$ cat config.mk
export PLATFORM = sky130hd
export DESIGN_NAME = md_unit
export DESIGN_NICKNAME = d
export VERILOG_FILES = /design/src/rtl/md_pkg.sv /design/src/rtl/md_unit.sv
export SDC_FILE = /design/constraint.sdc
export NUM_CORES = 1
export LEC_CHECK = 0
export ABC_AREA = 0
export BUFFER_PORTS_ARGS = -buffer_cell sky130_fd_sc_hd__clkbuf_2
export CAP_MARGIN = 20
export CORE_MARGIN = 2
export CORE_UTILIZATION = 55
export CTS_BUF_LIST = sky130_fd_sc_hd__clkbuf_4
export DETAILED_ROUTE_END_ITERATION = 6
export GPL_TIMING_DRIVEN = 0
export PLACE_DENSITY = 0.76
export SLEW_MARGIN = 20
export SYNTH_ARGS = -nofsm -noshare
export SYNTH_HDL_FRONTEND = slang
export SYNTH_SLANG_ARGS = --single-unit
$ cat constraint.sdc
create_clock -name clk -period 4.4 [get_ports clk]
set_clock_uncertainty 0.15 [all_clocks]
set_input_delay 0.66 -clock clk [delete_from_list [all_inputs] [get_ports clk]]
set_output_delay 0.66 -clock clk [all_outputs]
set_load 0.01 [all_outputs]
$ cat src/rtl/md_pkg.sv
// Shared definitions for the iterative multiply/divide unit.
package md_pkg;

    localparam int unsigned MD_WIDTH  = 32;
    localparam int unsigned MD_REG_AW = 5;

    localparam logic [1:0] OP_MUL   = 2'b00;
    localparam logic [1:0] OP_MULHU = 2'b01;
    localparam logic [1:0] OP_DIVU  = 2'b10;
    localparam logic [1:0] OP_REMU  = 2'b11;

    typedef enum logic [1:0] {
        IDLE = 2'd0,
        CALC = 2'd1,
        DONE = 2'd2
    } mdState_t;

endpackage

$ cat src/rtl/md_unit.sv
// Iterative unsigned multiply/divide unit feeding the register file write port.
module md_unit
    import md_pkg::*;
#(
    parameter int unsigned WIDTH  = MD_WIDTH,
    parameter int unsigned REG_AW = MD_REG_AW
) (
    input  logic              clk,
    input  logic              rst_n,
    input  logic              start,
    input  logic              abort,
    input  logic [1:0]        op,
    input  logic [WIDTH-1:0]  srcA,
    input  logic [WIDTH-1:0]  srcB,
    input  logic [REG_AW-1:0] destReg,
    output logic              busy,
    output logic              writeEnable,
    output logic [REG_AW-1:0] writeReg,
    output logic [WIDTH-1:0]  writeData
);

    localparam int unsigned CNT_W = $clog2(WIDTH);

    mdState_t          state, stateNext;
    logic [CNT_W-1:0]  cnt;
    logic [1:0]        opQ;
    logic [WIDTH-1:0]  bQ;
    logic [REG_AW-1:0] destQ;
    logic [WIDTH-1:0]  accHi, accLo;
    logic [WIDTH-1:0]  hiNext, loNext, result, addend;
    logic [WIDTH:0]    sum, shifted, diff;
    logic              accept, iterate, finish;
    logic              busyQ, weQ;

    // State register.
    always_ff @(posedge clk or negedge rst_n) begin
        if (!rst_n) state <= IDLE;
        else        state <= stateNext;
    end

    // Next-state logic; abort overrides every transition, including accept.
    always_comb begin
        stateNext = state;
        accept    = 1'b0;
        iterate   = 1'b0;
        finish    = 1'b0;
        if (abort) begin
            stateNext = IDLE;
        end else begin
            case (state)
                IDLE: begin
                    if (start) begin
                        stateNext = CALC;
                        accept    = 1'b1;
                    end
                end
                CALC: begin
                    iterate = 1'b1;
                    if (cnt == CNT_W'(WIDTH - 1)) begin
                        stateNext = DONE;
                        finish    = 1'b1;
                    end
                end
                DONE:    stateNext = IDLE;
                default: stateNext = IDLE;
            endcase
        end
    end

    // One shift-add or restoring-divide step on the shared {accHi, accLo} pair.
    // Divide by zero needs no special case: every trial subtract succeeds,
    // giving an all-ones quotient and the dividend as remainder.
    always_comb begin
        addend  = accLo[0] ? bQ : '0;
        sum     = {1'b0, accHi} + {1'b0, addend};
        shifted = {accHi, accLo[WIDTH-1]};
        diff    = shifted - {1'b0, bQ};
        hiNext  = accHi;
        loNext  = accLo;
        if (!opQ[1]) begin
            hiNext = sum[WIDTH:1];
            loNext = {sum[0], accLo[WIDTH-1:1]};
        end else begin
            hiNext = diff[WIDTH] ? shifted[WIDTH-1:0] : diff[WIDTH-1:0];
            loNext = {accLo[WIDTH-2:0], ~diff[WIDTH]};
        end
        // MUL/DIVU take the low word, MULHU/REMU the high word.
        result = opQ[0] ? hiNext : loNext;
    end

    // Operand capture at accept and per-cycle datapath update.
    always_ff @(posedge clk or negedge rst_n) begin
        if (!rst_n) begin
            opQ   <= '0;
            bQ    <= '0;
            destQ <= '0;
            cnt   <= '0;
            accHi <= '0;
            accLo <= '0;
        end else if (accept) begin
            opQ   <= op;
            bQ    <= srcB;
            destQ <= destReg;
            cnt   <= '0;
            accHi <= '0;
            accLo <= srcA;
        end else if (iterate) begin
            accHi <= hiNext;
            accLo <= loNext;
            cnt   <= cnt + CNT_W'(1);
        end
    end

    // Registered outputs; result registers hold until the next completion.
    always_ff @(posedge clk or negedge rst_n) begin
        if (!rst_n) begin
            busyQ     <= 1'b0;
            weQ       <= 1'b0;
            writeReg  <= '0;
            writeData <= '0;
        end else begin
            busyQ <= (stateNext != IDLE);
            weQ   <= finish && (destQ != '0);
            if (finish) begin
                writeReg  <= destQ;
                writeData <= result;
            end
        end
    end

    assign busy        = busyQ;
    // A flush during DONE must still suppress the pending write.
    assign writeEnable = weQ & ~abort;

endmodule

==> qor.yml <==
setup_tns_ps: 0
final_cells: 1614
h-tree-depth: 4
grt_max_degree: 94
p_leak_nw: 5.749
max_freq_mhz: 235.0
min-delay-start: "srcB[1]"
path_clk_slew_ps: 180
place_hpwl_um: 25370
critPathLaunchType: "flip-flop"
status: "finished, final reports clean"
tightest_slew_ps: 958.0
drt_iter0_markers: 867
syn_inst: 1203
timing.hold.worst_path_depth: 3
hold_ws_ps: 91.63
synthArstFlopShare_pct: 100.0
fillers: 1681
grt_pass1_vias: 9352
setup_viol: 0
grt.overflow.total: 0
clockRootBuffer: "clkbuf_4"
critPathCaptureType: "flip-flop"
critPathRequiredTime_ps: 4770
slew_headroom_pct: 36.14
clockBufferDepth: 2
ys_seq_area_share_pct: 35.08
r2r_cells: 14
grt_pass1_wl_um: 51960
ant_nets: 0
synth-main-ff-cell: "dfrtp_1"
vias_per_cell: 6.133
worst_ep_arrival_time_ps: 4620
port_buffers: 113
grt_usage_pct: 33.40
critPathKind: "reg -> reg"
reg2reg_from: "accLo[31]$_DFFE_PN0P_"
layout_common_cells: "dfrtp_1 (148), nand2_1 (146), clkbuf_2 (113)"
cp_max_fo: 10
antenna_found_initial: 1
fin_ws_ps: 145.1
io_pins: 114
clock-sinks: 149
hold_viol: 0
final_core_util_pct: 63.54
fin_crit_sh_pct: 96.70
place_area_um2: 11570
vias: 9899
synthToLayoutAreaGrowth_pct: 12.57
syn_nets: 1346
ys_warn_count: 0
final_common_cell: "dfrtp_1"
power_mw: 8.074
hold_class: "in -> reg"
fin_nets: 1483
ys_types: 70
rows: 50
design_area_um2: 11970
drive_gt1_share_pct: 14.34
ys_seq_elements: 149
insertion_delay_ps: 610
fp.coreArea_um2: 18830
die-area_um2: 20450
cts_tree: "done"
maxCapViolCount: 0
place_congestion: 0.9755
peakVddDrop_mv: 0.2978
fp.dieH_um: 143.0
synth_area_per_cell_um2: 8.835
dp.cells: 1578
synth_edf_count: 0
wl_per_cell_um: 20.50
drc: 0
place_ws_ps: -338.0
routed_wl_um: 33080
first_pass_iters: 5
synthesis.area_um2: 10630
p_per_area_nw_per_um2: 674.8
startpoint: "accLo[31]$_DFFE_PN0P_"
numCtsBuffers: 17
finalMaxSlewViolations: 0
fin_crit_ps: 4255
start_util_pct: 56.45
fp.dieW_um: 143.0
grt_setup_unrepaired: "no"
==> worst max-delay path, stage by stage, from the launching register on <==
cell and delay (ps):
dfrtp_1 430, inv_1 130, ha_1 210, inv_1 60, fa_1 430, a211oi_2 250
o21ai_2 170, o311ai_4 380, a211oi_2 170, a211o_1 360, xor2_4 270, buf_4 290
mux2i_1 390, a21oi_1 120, a221o_1 330
==> timing repair <==
action | 4_1_cts | 5_1_grt
gates cloned | 0 | 0
endpoints found under the hold margin | 56 | 0
hold buffers | 1 | 0
buffers inserted | 1 | 1
endpoints found under the setup margin | 53 | 46
gates resized for setup | 3 | 9
pin swaps | 0 | 2
==> path summary, 6_finish.rpt <==
| kind | end | slack [ps] |
|---|---|---|
| worst max-delay path | writeData[6]$_DFFE_PN0P_ | 150 |
| worst min-delay path | bQ[1]$_DFFE_PN0P_ | 90 |
| worst max register to register | writeData[6]$_DFFE_PN0P_ | 150 |
| worst min register to register | writeReg[3]$_DFFE_PN0P_ | 340 |
| max in group asynchronous | accHi[31]$_DFFE_PN0P_ | 2780 |
| min in group asynchronous | bQ[8]$_DFFE_PN0P_ | 420 |
==> flip-flops by register name (all words and copies together), names as in the netlist, 2 cells and up <==
signal and flops:
opQ 2, writeReg 5, destQ 5, bQ 32
accLo 32, cnt 5, state 2, writeData 32
accHi 32
==> area by class of cell <==
cell class	count	area, um2	share of cell area (%)
Clock inverter	15	188.9	1.579
Antenna cell	1	2.502	0.02091
Buffer	67	287.8	2.405
Sequential cell	149	3730	31.17
Inverter	58	217.7	1.820
Tap cell	260	325.3	2.719
Clock buffer	17	127.6	1.067
Timing Repair Buffer	118	631.9	5.281
Multi-Input combinational cell	929	6454	53.94
==> layer usage <==
layer	GRT usage [%]	vias to the layer above	wire, um
met4	12.14	0	993
li1	-	4619	-
met5	0	-	0
met2	48.75	507	13980
met1	49.85	4706	15130
met3	5.466	67	2971
==> cell usage after synthesis (all sizes together), types with 4 or more instances <==
cell,number,area (um2)
a2111oi,4,53.81
a211o,4,35.03
a211oi,9,72.57
a21o,26,195.2
a21oi,86,434.2
a221o,34,340.3
a22o,18,157.7
a31oi,10,62.56
and2,44,275.3
and3,7,43.79
buf,17,92.59
clkbuf,50,187.7
dfrtp,149,3729
ha,66,825.8
inv,56,210.2
mux2,13,150.1
mux2i,69,690.7
mux4,6,135.1
nand2,147,554.3
nand2b,7,43.79
nand3,13,65.06
nand4,10,62.56
nor2,77,289.0
nor2b,8,50.05
nor3,22,110.1
o211ai,9,67.56
o21a,7,52.55
o21ai,108,540.5
o221ai,9,78.83
o22ai,5,31.28
o31ai,8,60.06
xnor2,34,297.8
xor2,27,255.3
==> cells by family after synthesis <==
group / Yosys count / synth area share [%]
adders and majority gates: 68 / 8.146
and+or+nand+nor: 345 / 14.70
xor gates and xnor gates: 61 / 5.203
DFF: 149 / 35.08
muxes: 88 / 9.182
buffers and inverters: 125 / 4.685
AOI/OAI and AO/OA: 367 / 23.00
==> power breakdown <==
group          leakage (nW)  switching, mW  internal (mW)  total (mW)
combinational          3.64           2.95           2.04        5.00
sequential             1.95          0.411           1.67        2.08
clock                 0.162          0.635          0.362       0.997
total                  5.75           4.00           4.07        8.07
Power figures use the tool's default switching activity.
